==> src/rtl/issue_unit_if.sv <==
// Instruction offer channel between the decoder (master) and the issue stage (slave).
`timescale 1ns/1ps
interface issue_unit_if #(
   parameter int unsigned FUNC_W = 4,
   parameter int unsigned REG_W  = 5
);
   logic              ins_valid;
   logic              ins_ready;
   logic [FUNC_W-1:0] ins_op;
   logic              ins_halt;
   logic [REG_W-1:0]  ins_rd;
   logic [REG_W-1:0]  ins_rs0;
   logic [REG_W-1:0]  ins_rs1;

   modport master (
      output ins_valid, ins_op, ins_halt, ins_rd, ins_rs0, ins_rs1,
      input  ins_ready
   );

   modport slave (
      input  ins_valid, ins_op, ins_halt, ins_rd, ins_rs0, ins_rs1,
      output ins_ready
   );
endinterface

==> src/rtl/issue_unit.sv <==
// In-order issue stage: scoreboarded operand read, fixed-latency writeback slot
// reservation on the shared result bus, and halt/drain sequencing toward execute.
`timescale 1ns/1ps
module issue_unit #(
   parameter int unsigned FUNC_W  = 4,
   parameter int unsigned REG_W   = 5,
   parameter int unsigned WORD_W  = 32,
   parameter int unsigned LAT_LIN = 4,
   parameter int unsigned LAT_TPL = 4,
   parameter int unsigned LAT_MUL = 21,
   parameter int unsigned LAT_INV = 64
) (
   input  logic               clk,
   input  logic               rst,
   input  logic               start,
   issue_unit_if.slave        ins,
   output logic [REG_W-1:0]   rf_raddr0,
   output logic [REG_W-1:0]   rf_raddr1,
   input  logic [WORD_W-1:0]  rf_rdata0,
   input  logic [WORD_W-1:0]  rf_rdata1,
   input  logic               wen_ex,
   input  logic [REG_W-1:0]   waddr_ex,
   output logic [FUNC_W-1:0]  func_op,
   output logic               ex_valid,
   output logic [WORD_W-1:0]  op_0,
   output logic [WORD_W-1:0]  op_1,
   output logic [REG_W-1:0]   rn_df,
   output logic               halt_ex,
   output logic               busy
);

   localparam int unsigned NREG   = 1 << REG_W;
   localparam int unsigned WBW_A  = (LAT_LIN > LAT_TPL) ? LAT_LIN : LAT_TPL;
   localparam int unsigned WBW_B  = (LAT_MUL > LAT_INV) ? LAT_MUL : LAT_INV;
   localparam int unsigned WBW    = (WBW_A > WBW_B) ? WBW_A : WBW_B;
   localparam int unsigned CNT_W  = $clog2(LAT_INV + 1);

   localparam logic [FUNC_W-1:0] OP_ADD = FUNC_W'(1);
   localparam logic [FUNC_W-1:0] OP_SUB = FUNC_W'(2);
   localparam logic [FUNC_W-1:0] OP_NEG = FUNC_W'(3);
   localparam logic [FUNC_W-1:0] OP_DBL = FUNC_W'(4);
   localparam logic [FUNC_W-1:0] OP_TPL = FUNC_W'(5);
   localparam logic [FUNC_W-1:0] OP_SQR = FUNC_W'(6);
   localparam logic [FUNC_W-1:0] OP_MUL = FUNC_W'(7);
   localparam logic [FUNC_W-1:0] OP_CVT = FUNC_W'(8);
   localparam logic [FUNC_W-1:0] OP_ICV = FUNC_W'(9);
   localparam logic [FUNC_W-1:0] OP_INV = FUNC_W'(10);

   typedef enum logic [1:0] {
      S_IDLE   = 2'd0,
      S_RUN    = 2'd1,
      S_DRAIN  = 2'd2,
      S_HALTED = 2'd3
   } state_t;

   state_t             state;
   state_t             state_next;
   logic               halt_next;

   logic [NREG-1:0]    sb;
   logic [NREG-1:0]    sb_next;
   logic [WBW-1:0]     resv;
   logic [WBW-1:0]     resv_shift;
   logic [WBW-1:0]     resv_next;
   logic [WBW-1:0]     slot_mask;

   logic               inv_busy;
   logic               inv_busy_next;
   logic [REG_W-1:0]   inv_rd;
   logic [REG_W-1:0]   inv_rd_next;
   logic [CNT_W-1:0]   inv_cnt;
   logic [CNT_W-1:0]   inv_cnt_next;

   logic               op_known;
   logic               is_inv;
   logic               raw_hz;
   logic               waw_hz;
   logic               slot_hz;
   logic               inv_hz;
   logic               stall;
   logic               ready_c;
   logic               accept;
   logic               issue;
   logic               retire;

   assign rf_raddr0 = ins.ins_rs0;
   assign rf_raddr1 = ins.ins_rs1;

   // Op class -> one-hot writeback slot (index lat-1); unknown ops have no slot.
   always_comb begin
      op_known  = 1'b1;
      slot_mask = '0;
      case (ins.ins_op)
         OP_ADD, OP_SUB, OP_NEG, OP_DBL: slot_mask = WBW'(1) << (LAT_LIN - 1);
         OP_TPL:                         slot_mask = WBW'(1) << (LAT_TPL - 1);
         OP_SQR, OP_MUL, OP_CVT, OP_ICV: slot_mask = WBW'(1) << (LAT_MUL - 1);
         OP_INV:                         slot_mask = WBW'(1) << (LAT_INV - 1);
         default:                        op_known  = 1'b0;
      endcase
   end

   // Slots are compared against the post-shift view, the same frame the new bit lands in.
   assign resv_shift = resv >> 1;
   assign is_inv     = (ins.ins_op == OP_INV);

   always_comb begin
      raw_hz  = ((ins.ins_rs0 != '0) && sb[ins.ins_rs0]) ||
                ((ins.ins_rs1 != '0) && sb[ins.ins_rs1]);
      waw_hz  = (ins.ins_rd != '0) && sb[ins.ins_rd];
      slot_hz = op_known && (|(resv_shift & slot_mask));
      inv_hz  = is_inv && inv_busy;
      stall   = !ins.ins_halt && (raw_hz || waw_hz || slot_hz || inv_hz);
      ready_c = (state == S_RUN) && !stall;
      accept  = ins.ins_valid && ready_c;
      issue   = accept && !ins.ins_halt && op_known;
      retire  = wen_ex && (waddr_ex != '0);
   end

   assign ins.ins_ready = ready_c;

   // Scoreboard and reservation update; a same-cycle issue set beats a retire clear.
   always_comb begin
      sb_next = sb;
      if (retire) begin
         sb_next[waddr_ex] = 1'b0;
      end
      if (issue && (ins.ins_rd != '0)) begin
         sb_next[ins.ins_rd] = 1'b1;
      end
      resv_next = resv_shift;
      if (issue && (ins.ins_rd != '0)) begin
         resv_next = resv_shift | slot_mask;
      end
   end

   // INV serialisation: released by its retire, or by a countdown when it has no rd.
   always_comb begin
      inv_busy_next = inv_busy;
      inv_rd_next   = inv_rd;
      inv_cnt_next  = inv_cnt;
      if (inv_busy && (inv_rd == '0)) begin
         if (inv_cnt == '0) begin
            inv_busy_next = 1'b0;
         end else begin
            inv_cnt_next = inv_cnt - CNT_W'(1);
         end
      end
      if (retire && inv_busy && (waddr_ex == inv_rd)) begin
         inv_busy_next = 1'b0;
      end
      if (issue && is_inv) begin
         inv_busy_next = 1'b1;
         inv_rd_next   = ins.ins_rd;
         inv_cnt_next  = CNT_W'(LAT_INV);
      end
   end

   // Sequencing: drain completes when nothing is tracked after this edge's updates.
   always_comb begin
      state_next = state;
      halt_next  = 1'b0;
      case (state)
         S_IDLE, S_HALTED: begin
            if (start) begin
               state_next = S_RUN;
            end
         end
         S_RUN: begin
            if (accept && ins.ins_halt) begin
               state_next = S_DRAIN;
            end
         end
         S_DRAIN: begin
            if ((sb_next == '0) && (resv_next == '0)) begin
               state_next = S_HALTED;
               halt_next  = 1'b1;
            end
         end
         default: state_next = S_IDLE;
      endcase
   end

   always_ff @(posedge clk) begin
      if (rst) begin
         state <= S_IDLE;
      end else begin
         state <= state_next;
      end
   end

   always_ff @(posedge clk) begin
      if (rst) begin
         sb       <= '0;
         resv     <= '0;
         inv_busy <= 1'b0;
         inv_rd   <= '0;
         inv_cnt  <= '0;
         ex_valid <= 1'b0;
         halt_ex  <= 1'b0;
         busy     <= 1'b0;
         func_op  <= '0;
         op_0     <= '0;
         op_1     <= '0;
         rn_df    <= '0;
      end else begin
         sb       <= sb_next;
         resv     <= resv_next;
         inv_busy <= inv_busy_next;
         inv_rd   <= inv_rd_next;
         inv_cnt  <= inv_cnt_next;
         ex_valid <= issue;
         halt_ex  <= halt_next;
         busy     <= (state_next == S_RUN) || (state_next == S_DRAIN);
         rn_df    <= issue ? ins.ins_rd : '0;
         if (issue) begin
            func_op <= ins.ins_op;
            op_0    <= rf_rdata0;
            op_1    <= rf_rdata1;
         end
      end
   end

endmodule
==> src/flat_wrapper.sv <==
// flat-port wrapper written by rule: the top's interface ports become plain ports
module issue_unit_flat 
#(
   parameter int unsigned FUNC_W  = 4,
   parameter int unsigned REG_W   = 5,
   parameter int unsigned WORD_W  = 32,
   parameter int unsigned LAT_LIN = 4,
   parameter int unsigned LAT_TPL = 4,
   parameter int unsigned LAT_MUL = 21,
   parameter int unsigned LAT_INV = 64
)
  (clk, rst, start, rf_raddr0, rf_raddr1, rf_rdata0, rf_rdata1, wen_ex, waddr_ex, func_op, ex_valid, op_0, op_1, rn_df, halt_ex, busy, ins_ins_valid, ins_ins_op, ins_ins_halt, ins_ins_rd, ins_ins_rs0, ins_ins_rs1, ins_ins_ready);
  issue_unit_if #(.FUNC_W(FUNC_W), .REG_W(REG_W)) ins_i ();
  input  logic clk;
  input  logic rst;
  input  logic start;
  output logic [REG_W-1:0] rf_raddr0;
  output logic [REG_W-1:0] rf_raddr1;
  input  logic [WORD_W-1:0] rf_rdata0;
  input  logic [WORD_W-1:0] rf_rdata1;
  input  logic wen_ex;
  input  logic [REG_W-1:0] waddr_ex;
  output logic [FUNC_W-1:0] func_op;
  output logic ex_valid;
  output logic [WORD_W-1:0] op_0;
  output logic [WORD_W-1:0] op_1;
  output logic [REG_W-1:0] rn_df;
  output logic halt_ex;
  output logic busy;
  input wire logic [$bits(ins_i.ins_valid)-1:0] ins_ins_valid;
  input wire logic [$bits(ins_i.ins_op)-1:0] ins_ins_op;
  input wire logic [$bits(ins_i.ins_halt)-1:0] ins_ins_halt;
  input wire logic [$bits(ins_i.ins_rd)-1:0] ins_ins_rd;
  input wire logic [$bits(ins_i.ins_rs0)-1:0] ins_ins_rs0;
  input wire logic [$bits(ins_i.ins_rs1)-1:0] ins_ins_rs1;
  output wire logic [$bits(ins_i.ins_ready)-1:0] ins_ins_ready;
  assign ins_i.ins_valid = ins_ins_valid;
  assign ins_i.ins_op = ins_ins_op;
  assign ins_i.ins_halt = ins_ins_halt;
  assign ins_i.ins_rd = ins_ins_rd;
  assign ins_i.ins_rs0 = ins_ins_rs0;
  assign ins_i.ins_rs1 = ins_ins_rs1;
  assign ins_ins_ready = ins_i.ins_ready;
  issue_unit #(.FUNC_W(FUNC_W), .REG_W(REG_W), .WORD_W(WORD_W), .LAT_LIN(LAT_LIN), .LAT_TPL(LAT_TPL), .LAT_MUL(LAT_MUL), .LAT_INV(LAT_INV)) u_core (.clk(clk), .rst(rst), .start(start), .ins(ins_i), .rf_raddr0(rf_raddr0), .rf_raddr1(rf_raddr1), .rf_rdata0(rf_rdata0), .rf_rdata1(rf_rdata1), .wen_ex(wen_ex), .waddr_ex(waddr_ex), .func_op(func_op), .ex_valid(ex_valid), .op_0(op_0), .op_1(op_1), .rn_df(rn_df), .halt_ex(halt_ex), .busy(busy));
endmodule
==> config.mk <==
export PLATFORM = sky130hd
export DESIGN_NAME = issue_unit_flat
export DESIGN_NICKNAME = d
export VERILOG_FILES = /design/src/rtl/issue_unit_if.sv /design/src/rtl/issue_unit.sv /design/src/flat_wrapper.sv
export SDC_FILE = /design/constraint.sdc
export NUM_CORES = 1
export LEC_CHECK = 0
export ABC_CLOCK_PERIOD_IN_PS = 2950
export BUFFER_PORTS_ARGS = -buffer_cell sky130_fd_sc_hd__buf_2
export CAP_MARGIN = 0
export CELL_PAD_IN_SITES_DETAIL_PLACEMENT = 0
export CELL_PAD_IN_SITES_GLOBAL_PLACEMENT = 1
export CORE_MARGIN = 5
export CORE_UTILIZATION = 42
export CTS_BUF_LIST = sky130_fd_sc_hd__clkbuf_8
export DETAILED_ROUTE_END_ITERATION = 7
export MAX_ROUTING_LAYER = met4
export PLACE_DENSITY_LB_ADDON = 0.1
export RECOVER_POWER = 100
export SLEW_MARGIN = 20
export SYNTH_ARGS = -nofsm -noshare
export SYNTH_HDL_FRONTEND = slang
export SYNTH_SLANG_ARGS = --single-unit
==> constraint.sdc <==
create_clock -name clk -period 2.95 [get_ports clk]
set_input_delay 0.295 -clock clk [delete_from_list [all_inputs] [get_ports clk]]
set_output_delay 0.295 -clock clk [all_outputs]
set_load 0.005 [all_outputs]
==> flow_metrics.py <==
metrics = {
    "yosys": {
        "ys_warn_count": 0,
        "synth-main-ff-cell": "dfxtp_1",
        "yosysMostFrequentCell": "dfxtp_1",
        "synth_common_cells": "dfxtp_1 (186), nand2_1 (181), a21oi_1 (104)",
        "async_flop_share_pct": 0,
        "synth_edf_count": 0,
        "avgSynthCellArea_sq_um": 8.64,
        "netlist_top_cells_area": "dfxtp_1 (46%), nand2_1 (8.4%), a21oi_1 (6.5%)",
        "synth_top_area_share_pct": 46.3,
        "synthesis.nets": 1029,
        "synthCells": 931,
        "syn_area_sq_um": 8050,
        "yosysTopAreaCell": "dfxtp_1",
        "synth-seq-area-share_pct": 46.3,
        "synth_cell_types": 65,
        "ys_ff_latch": 186,
    },
    "power_and_ir_drop": {
        "combPwrFrac_pct": 11.9,
        "ir_worst_vdd_mv": 0.255,
        "power.switching_w": 0.00140,
        "p_leak_nw": 3.73,
        "switching_share_pct": 28.8,
        "power_w": 0.00485,
        "power.share.clock_pct": 35.1,
        "seq_power_share_pct": 53.0,
        "internal_power_w": 0.00345,
        "powerDensity_nw_per_um2": 506,
    },
    "timing": {
        "period_share_pct": 95.2,
        "clock.fmax_ghz": 0.356,
        "worst_slack_ns": 0.141,
        "relSlewSlack_pct": -3.03,
        "finalSetupViolCount": 0,
        "hold_viol": 0,
        "layout_min_cycle_time_ns": 2.81,
        "slew_viol_final": 71,
        "rsz0062_at_grt": "true",
        "skew_ns": 0.0177,
        "worst_slew_pin_slew_ns": 1.55,
    },
    "routing": {
        "drt-total-wl_mm": 24.4,
        "drt-pass1-iter-count": 5,
        "routed-wl-met3_mm": 2.09,
        "top_layer": "met4",
        "drc": 0,
        "ant_nets": 0,
        "routedWlPerCell_um": 18.0,
        "vias": 7204,
        "first_iter_violations": 573,
        "met1Wirelength_mm": 10.9,
        "wl_met2_mm": 10.9,
        "via_per_inst": 5.30,
    },
    "critical_path": {
        "worst_setup_path_end_kind": "output port",
        "path_cells": "mux4_2, nand2b_4, a221oi_2, nand4_1, nor3_4, buf_6, a21oi_2, nor2b_1, buf_2",
        "path_buf_inv": 2,
        "crit_type": "register to output port",
        "cp_top_family": "simple AND/OR/NAND/NOR gates",
        "arrival_ns": 2.51,
        "critPathMaxStageDelay_ns": 0.48,
        "critPathMaxFanout": 5,
        "start_kind": "register",
        "critPathSlowestCell": "mux4_2",
        "cp.required_ns": 2.65,
    },
    "floorplan": {
        "core_sq_um": 18800,
        "dieHeight_um": 148,
        "fp-row-count": 50,
        "ios": 181,
        "fp.dieW_um": 148,
        "start_util_pct": 42.9,
        "dieArea_sq_um": 22000,
    },
    "global_routing": {
        "grt_max_degree": 72,
        "grt_antenna_before_repair": 1,
        "grt_pass1_wl_mm": 37.6,
        "grt-ovfl-total": 0,
        "grt_pass1_vias": 6923,
        "grt_usage_pct": 22.3,
    },
    "finish": {
        "nets": 1208,
        "fin_util_pct": 51.0,
        "fill_cells": 1855,
        "synthToLayoutAreaGrowth_pct": 19.0,
        "drive_above_1_share_pct": 19.9,
    },
    "clock_tree": {
        "cts_tree": "built",
        "ctsHoldBuffers": 0,
        "clk_path_buf_depth": 2,
        "cts_buffers": 17,
        "clk_pin_slew_ns": 0.11,
        "cts_root_buf": "clkbuf_8",
        "insertion_delay_ns": 0.47,
        "h-tree-depth": 4,
        "cts.sinks": 186,
    },
    "run": {
        "maxCapViolCount": 1,
    },
    "placed_design": {
        "place.gp.congestion": 0.985,
        "hpwl_mm": 17.8,
        "port_buffers": 180,
        "pre_cts_ws_ns": -0.0645,
    },
    "run_status": {
        "violations": "capacitance limit, slew limit",
        "status": "complete, but fails checks",
    },
    "worst_hold_path": {
        "hp-class": "primary input to register",
    },
}
path summary, 6_finish.rpt:
check	start	end	slack, ns	cells past startpoint
worst max-delay path	u_core.sb[6]$_SDFF_PP0_	ins_ins_ready	0.14	9
worst min-delay path	rf_rdata0[16]	u_core.op_0[16]$_SDFFE_PP0N_	0.05	3
worst max register to register	u_core.resv[23]$_SDFF_PP0_	u_core.busy$_SDFF_PP0_	0.23	9
worst min register to register	u_core.resv[47]$_SDFF_PP0_	u_core.resv[46]$_SDFF_PP0_	0.45	1
cells by family after synthesis:
logic type	count (synthesis)	synth area share, %
flops	186	46.3
mux	50	6.81
xor+xnor	9	0.979
compound gates	195	14.3
buf+inv	75	5.10
simple gates	412	25.9
fa+ha+maj	4	0.622
layout by cell type (no fill, tap or decap), drive strengths merged, types with 4 or more instances in the layout:
cell type,instances
a211oi,4
a31oi,5
nand2,181
a22oi,8
nand2b,10
nor4,23
o22ai,5
nor3,11
nand4,19
nand3,22
clkinv,7
xnor2,5
mux2,5
a21oi,114
dfxtp,186
inv,15
or3,4
ha,4
and3,4
and2,5
or3b,7
nor2b,70
nand3b,8
o21ai,42
xor2,4
nor2,35
buf,150
mux2i,42
clkbuf,95
or2,4
timing repair:
| action | 4_1_cts | 5_1_grt |
|---|---|---|
| gates resized for setup | 1 | 3 |
| setup endpoints to repair | 1 | 1 |
| setup buffers | 1 | 3 |
| pin swaps | 1 | 3 |
per-stage QoR:
| step | std cells | cell area (sq um) | hold slack [ns] | setup TNS [ns] |
|---|---|---|---|---|
| after global routing | 1358 | 9580 | 0.0168 | -0.0239 |
| after CTS | 1354 | 9650 | 0.0171 | 0 |
| after global placement | 1321 | 9240 | 0.435 | -0.0483 |
| final | 1359 | 9580 | 0.0478 | 0 |
| after floorplan | 931 | 8050 | 0.435 | 0 |
| after detailed placement | 1321 | 9240 | 0.440 | -0.0645 |
worst min-delay path: stages:
cell and delay, ns:
buf_2 0.10, nand2_1 0.05, a21oi_1 0.05
sequential cells by signal, summed over array words and instances, names as in the netlist, 2 cells and up:
name / flops
u_core.sb: 32
u_core.op_0: 32
u_core.state: 2
u_core.op_1: 32
u_core.resv: 63
u_core.rn_df: 5
u_core.inv_cnt: 7
u_core.inv_rd: 5
u_core.func_op: 4
layer usage:
layer  GRT usage, %  vias to the layer above
met4           8.27                        0
met2           33.0                      323
met3           5.73                       43
met1           29.6                     3263
li1               -                     3575
met5              -                        -
power by group through the flow:
stage	registers, W	clock network [W]	logic, W
2_1_floorplan	0.00263	0	0.000365
3_3_place_gp	0.00263	0	0.000579
3_5_place_dp	0.00263	0	0.000575
4_1_cts	0.00257	0.00176	0.000581
5_1_grt	0.00257	0.00186	0.000639
6_report	0.00257	0.00170	0.000578
area by class of cell:
class / count / area [sq um] / share of cell area (%)
inverters: 8 / 30.0 / 0.313
flip-flops and latches: 186 / 3730 / 38.9
clock buffers: 18 / 248 / 2.59
diodes: 2 / 5.00 / 0.0522
multi-input cells: 670 / 3920 / 40.9
repair buffers: 227 / 1210 / 12.6
clock inverters: 14 / 151 / 1.58
well taps: 234 / 293 / 3.06
Note: power is estimated with default switching activity, not from simulation.
